File: config.mk
export PLATFORM = sky130hd
export DESIGN_NAME = fetch_unit
export DESIGN_NICKNAME = d
export VERILOG_FILES = /design/src/rtl/fetch_unit.sv
export SDC_FILE = /design/constraint.sdc
export NUM_CORES = 1
export LEC_CHECK = 0
export ABC_AREA = 1
export CAP_MARGIN = 20
export CORE_MARGIN = 2
export CORE_UTILIZATION = 55
export DETAILED_ROUTE_END_ITERATION = 10
export HOLD_SLACK_MARGIN = 0.06
export PLACE_DENSITY = 0.73
export SLEW_MARGIN = 20
export SYNTH_ARGS = -nofsm -noshare
export SYNTH_HDL_FRONTEND = slang
export SYNTH_SLANG_ARGS = --single-unit
export TNS_END_PERCENT = 1
File: constraint.sdc
create_clock -name clk -period 12 [get_ports clk]
set_clock_uncertainty 0.15 [all_clocks]
set_input_delay 3.6 -clock clk [delete_from_list [all_inputs] [get_ports clk]]
set_output_delay 3.6 -clock clk [all_outputs]
set_load 0.01 [all_outputs]
File: src/rtl/fetch_unit.sv
// Decoupled instruction-fetch front end: registered PC, credit-limited memory
// requests, in-order prefetch buffer, and redirect with flush of stale responses.
module fetch_unit #(
  parameter int unsigned     XLEN      = 32,
  parameter int unsigned     ADDRWIDTH = 32,
  parameter int unsigned     DEPTH     = 4,
  parameter logic [XLEN-1:0] RESET_PC  = '0
) (
  input  logic                         clk,
  input  logic                         cpu_rstn,
  output logic                         req_valid,
  input  logic                         req_ready,
  output logic [ADDRWIDTH-1:0]         req_addr,
  input  logic                         rsp_valid,
  input  logic [XLEN-1:0]              rsp_data,
  input  logic                         redirect_valid,
  input  logic [XLEN-1:0]              redirect_pc,
  output logic                         instr_valid,
  input  logic                         instr_ready,
  output logic [XLEN-1:0]              instr_data,
  output logic [XLEN-1:0]              instr_pc,
  output logic                         instr_misaligned,
  output logic [$clog2(DEPTH+1)-1:0]   occupancy
);
  localparam int unsigned PW = $clog2(DEPTH);
  localparam int unsigned CW = $clog2(DEPTH+1);
  localparam logic [CW:0] DEPTH_C = (CW+1)'(DEPTH);

  typedef enum logic {FETCH, FAULT} state_t;
  state_t state, state_next;

  logic [XLEN-1:0] fetch_pc;
  logic [CW-1:0]   inflight, drop, count;
  logic [PW-1:0]   tag_wr, tag_rd, buf_wr, buf_rd;
  logic [XLEN-1:0] tag_q  [DEPTH];
  logic [XLEN-1:0] data_q [DEPTH];
  logic [XLEN-1:0] pc_q   [DEPTH];
  logic [DEPTH-1:0] mis_q;
  logic [CW:0]     credit_used;
  logic            req_fire, push, pop, bad_redirect;

  assign credit_used  = {1'b0, count} + {1'b0, inflight};
  assign req_fire     = req_valid && req_ready;
  assign bad_redirect = redirect_valid && (redirect_pc[1:0] != 2'b00);
  assign push         = !redirect_valid && rsp_valid && (drop == '0);
  assign pop          = !redirect_valid && instr_valid && instr_ready;

  assign req_addr         = fetch_pc[ADDRWIDTH-1:0];
  assign occupancy        = count;
  assign instr_valid      = (count != '0);
  assign instr_data       = instr_valid ? data_q[buf_rd] : '0;
  assign instr_pc         = instr_valid ? pc_q[buf_rd]   : '0;
  assign instr_misaligned = instr_valid && mis_q[buf_rd];

  // Requests are gated by reset so none is offered while cpu_rstn is held low.
  always_comb begin
    state_next = state;
    req_valid  = 1'b0;
    if (redirect_valid) begin
      state_next = bad_redirect ? FAULT : FETCH;
    end else if (state == FETCH && cpu_rstn && credit_used < DEPTH_C) begin
      req_valid = 1'b1;
    end
  end

  always_ff @(posedge clk) begin
    if (!cpu_rstn) begin
      state    <= FETCH;
      fetch_pc <= RESET_PC;
      inflight <= '0;
      drop     <= '0;
      count    <= '0;
      tag_wr   <= '0;
      tag_rd   <= '0;
      buf_wr   <= '0;
      buf_rd   <= '0;
    end else begin
      state    <= state_next;
      inflight <= inflight + CW'(req_fire) - CW'(rsp_valid);
      if (req_fire)  tag_wr <= tag_wr + PW'(1);
      if (rsp_valid) tag_rd <= tag_rd + PW'(1);
      if (redirect_valid) begin
        // Everything still outstanding, minus a response landing now, is stale.
        fetch_pc <= redirect_pc;
        drop     <= inflight - CW'(rsp_valid);
        buf_rd   <= '0;
        buf_wr   <= bad_redirect ? PW'(1) : '0;
        count    <= bad_redirect ? CW'(1) : '0;
      end else begin
        if (req_fire) fetch_pc <= fetch_pc + XLEN'(4);
        if (rsp_valid && drop != '0) drop <= drop - CW'(1);
        if (push) buf_wr <= buf_wr + PW'(1);
        if (pop)  buf_rd <= buf_rd + PW'(1);
        count <= count + CW'(push) - CW'(pop);
      end
    end
  end

  always_ff @(posedge clk) begin
    if (req_fire) tag_q[tag_wr] <= fetch_pc;
    if (bad_redirect) begin
      data_q[0] <= '0;
      pc_q[0]   <= redirect_pc;
      mis_q[0]  <= 1'b1;
    end else if (push) begin
      data_q[buf_wr] <= rsp_data;
      pc_q[buf_wr]   <= tag_q[tag_rd];
      mis_q[buf_wr]  <= 1'b0;
    end
  end
endmodule

==> results.md <==
Run status:
- The run finished with clean final reports.

Floorplanning:
- The area of the core region is 33620 sq um.
- Once the floorplan was initialized, standard cells occupied between 50% and 60% of the core.
- The die height is 189.1 um.
- The floorplan has 67 rows.
- In this run the count of I/O pins placed on the die edge is 172.
- The floorplan step defined a die boundary enclosing 35760 sq um.
- In this run the horizontal extent of the chip is approximately 190 um.

Logic synthesis:
- The summed instance area of the synthesized netlist is 18850 sq um.
- The share of Yosys cell area claimed by the top area cell type is 61.66%.
- The total of flip-flops plus latches after synthesis is 442.
- The count of different cell masters after synthesis is 34.
- The cell taking the most area after synthesis is sky130_fd_sc_hd__edfxtp_1.
- In the post-synthesis netlist, the biggest area contributors are sky130_fd_sc_hd__edfxtp_1, sky130_fd_sc_hd__nor2_1, sky130_fd_sc_hd__dfxtp_1, sky130_fd_sc_hd__o21ai_0, sky130_fd_sc_hd__nand2_1.
- The average cell area after synthesis is just over 10 sq um.
- Counting every net in the synthesized netlist gives between 1500 and 2000.
- The register area share after synthesis is 67.50%.
- The post-synthesis instance total is 1814.
- During synthesis, Yosys emitted a total of 0 warnings.

GRT:
- The via count of the first global-routing pass is 13270.
- Entering global routing, the biggest net connects 73 pins.
- After global routing the overflow that remains totals 0.
- The first global-routing pass estimated 69550 um of wire.
- The number of antenna violations at the first check in global routing came to 0.
- Global routing used 24.76% of the available tracks.

Critical path:
- The cell repeated most along the worst path is sky130_fd_sc_hd__clkdlybuf4s50_1.
- The sort of element at the start of the critical path is an input port.
- The arrival time reported for the critical path endpoint is 6.03 ns.
- The number of buffers and inverters on the critical path is 3.
- The slowest stage of the critical path belongs to the cell sky130_fd_sc_hd__clkdlybuf4s50_1.
- The critical path required time is 8.25 ns.
- The signal on the critical path passes through clkdlybuf4s50_1 -> inv_2 -> nor2_2 -> nand3_1 -> nor2_1 -> clkdlybuf4s50_1.
- The family with the most delay on the worst path is buffers and inverters.
- The startpoint-to-endpoint class of the critical path is in2out.
- STA classifies the critical path endpoint as a primary output.
- The largest fanout on the critical path is 32.
- The largest incremental delay on the critical path is 0.78 ns.

Power:
- Power spread over the standard cell area amounts to 155.5 nW/um^2.
- The relative contribution of the clock network to total power is 37.8%.
- Net switching is approximately a quarter of the power.
- The net switching power is 0.8084 mW.
- Internal power comes to 2.657 mW.
- In this run, the combinational gates consume between 10 and 15% of the power.
- The worst vdd rail ir drop is 0.09397 mV.
- Registers are responsible for 51.3% of the overall power.
- For this design the static power due to leakage is between 7 and 8 nW.

STA:
- The final critical delay including setup and external delays is approximately 10 ns.
- The worst pin sits at a relative slew slack of 27.69%.
- The count of endpoints failing hold in the final timing report is 0.
- The ratio of final minimum period to clock period is 81.53%.
- The final-report max-slew violation count is 0.
- Setup violations remaining at the end of the flow were counted as 0.
- The transition time of the tightest slew-check pin is 1.082 ns.
- The timing-limited maximum frequency is between 0.1 and 0.15 GHz.
- Setup repair after global routing left no endpoint under its margin.
- In the final timing run, aggregate negative setup slack is 0 ns.

Cells and area:
- The finished layout holds 2441 standard cells, fillers aside.
- The layout cell share with drive strength beyond 1 is 5.820%.
- The area used by multi-input combinational logic is 5308 sq um.
- In the layout the commonest cells are sky130_fd_sc_hd__nor2_1, sky130_fd_sc_hd__edfxtp_1, sky130_fd_sc_hd__o21ai_0.
- In the final layout, flip-flops and latches occupy 12730 sq um.
- Fill cells in the final layout number 2578.
- Leaving out fill and tap cells, the most frequent cell in the layout is sky130_fd_sc_hd__nor2_1.
- The area growth from synthesis to layout is 18.26%.
- The net count of the finished layout is 2050.
- The number of antenna diodes is 0.

Detailed routing:
- The remaining antenna violation count after routing is 0.
- The length of the first detailed-routing pass in iterations is 5.
- After the first detailed-routing iteration, the DRC count stood at 1057.
- After detailed routing, the total wire length is 44360 um.
- The via count is around 14000.
- After detailed routing, the number of remaining DRC violations is 0.
- The detailed-route wire length per cell is 18.17 um.
- The detailed-route vias per instance is approximately 5.6.

Clocking:
- Post-CTS repair changed the size of 0 cells.
- The total number of H-tree levels is 2.
- Clock-pin slew was measured on the worst setup and hold paths at 0.06 ns.
- The library cell used as clock root buffer is sky130_fd_sc_hd__clkbuf_16.
- The maximum root-to-sink buffer count is 3.
- The post-CTS repair timing setup buffer count is 0.
- TritonCTS built the clock tree.
- Clock tree synthesis inserted a total of 44 buffers.
- CTS saw 442 sinks.
- The insertion delay of the later-clocked pin in the worst-skew pair is between 0.5 and 0.6 ns.
- The count of hold-fix buffers inserted at cts is 0.

Placement:
- After legalization and detailed placement, the total HPWL measured 26230 um.
- The total instance count after detailed placement is between 2000 and 2500.
- At the end of routability-driven placement, the weighted congestion stood at 0.9473.
- During placement, the flow inserted port buffers numbering 171.

Hold path:
- The worst min-delay path category is reg2reg.

Job:
- The tool flagged a number of max-cap violations equal to 0.
[routing by layer]
| layer | vias to the layer above | wire (um) | GRT usage, % |
|---|---|---|---|
| met5 | - | 0 | 0 |
| met4 | 0 | 842 | 7.091 |
| met3 | 71 | 3197 | 3.670 |
| met2 | 539 | 21060 | 40.21 |
| met1 | 6485 | 19250 | 35.08 |
| li1 | 6479 | - | - |
[area by class of cell]
cell class / count / share of cell area, %
flip-flops and latches: 442 / 57.11
multi-input cells: 1160 / 23.81
repair buffers: 191 / 8.353
clock buffers: 59 / 5.423
well taps: 448 / 2.515
inverters: 120 / 2.026
clock inverters: 21 / 0.7634
[cells by family after synthesis]
logic type	count (synthesis)	share of synthesized area [%]
flops	442	67.50
compound gates	370	10.14
simple gates	761	15.93
fa+ha+maj	21	1.474
buf+inv	212	4.574
xor+xnor	8	0.3718
[synthesized netlist by cell type (all sizes together)]
cell,instances
nor2,515
edfxtp,387
o21ai,222
nand2,191
inv,119
a21oi,107
buf,57
dfxtp,55
nand3,47
clkbuf,35
a31oi,28
ha,19
o22ai,6
xor2,5
a22oi,4
nor3,4
xnor2,3
fa,2
nand3b,2
o21bai,2
clkinv,1
nand4,1
nor3b,1
o211ai,1
[power by group through the flow]
stage	sequential [mW]	clock (mW)	combinational, mW
CTS	1.78	1.32	0.381
global route	1.78	1.39	0.421
floorplan	1.80	0	0.206
detailed placement	1.81	0	0.379
global placement	1.81	0	0.369
finish	1.78	1.31	0.379
[final timing paths]
path | startpoint | endpoint | slack [ns] | cells after the start
max reg2reg | drop[0]$_SDFFE_PN0P_ | data_q[2][11]$_DFFE_PP_ | 8.57 | 10
min reg2reg | tag_rd[1]$_SDFFE_PN0P_ | tag_rd[1]$_SDFFE_PN0P_ | 0.30 | 1
max | cpu_rstn | req_valid | 2.22 | 6
min | tag_rd[1]$_SDFFE_PN0P_ | tag_rd[1]$_SDFFE_PN0P_ | 0.30 | 1
[sequential cells by signal, summed over array words and instances, names as in the netlist, named ones only]
signal	cells
drop	3
buf_wr	2
req_addr	32
inflight	3
state	1
tag_q	128
occupancy	3
tag_rd	2
tag_wr	2
data_q	128
pc_q	128
buf_rd	2
mis_q	4
[per-stage QoR]
step                hold slack, ns  total power, mW  cell area, sq um  util [%]  setup slack (ns)
floorplan                   0.2622            2.007             18850         -             2.439
global placement            0.2824            2.175             20910     62.20             1.900
detailed placement          0.2929            2.187             20910     62.20             1.859
CTS                         0.3014            3.482             22290     66.30             1.829
global route                0.3283            3.591             22290     66.30             2.060
finish                      0.2976            3.466             22290     66.30             2.216
Note: power is estimated with default switching activity, not from simulation.
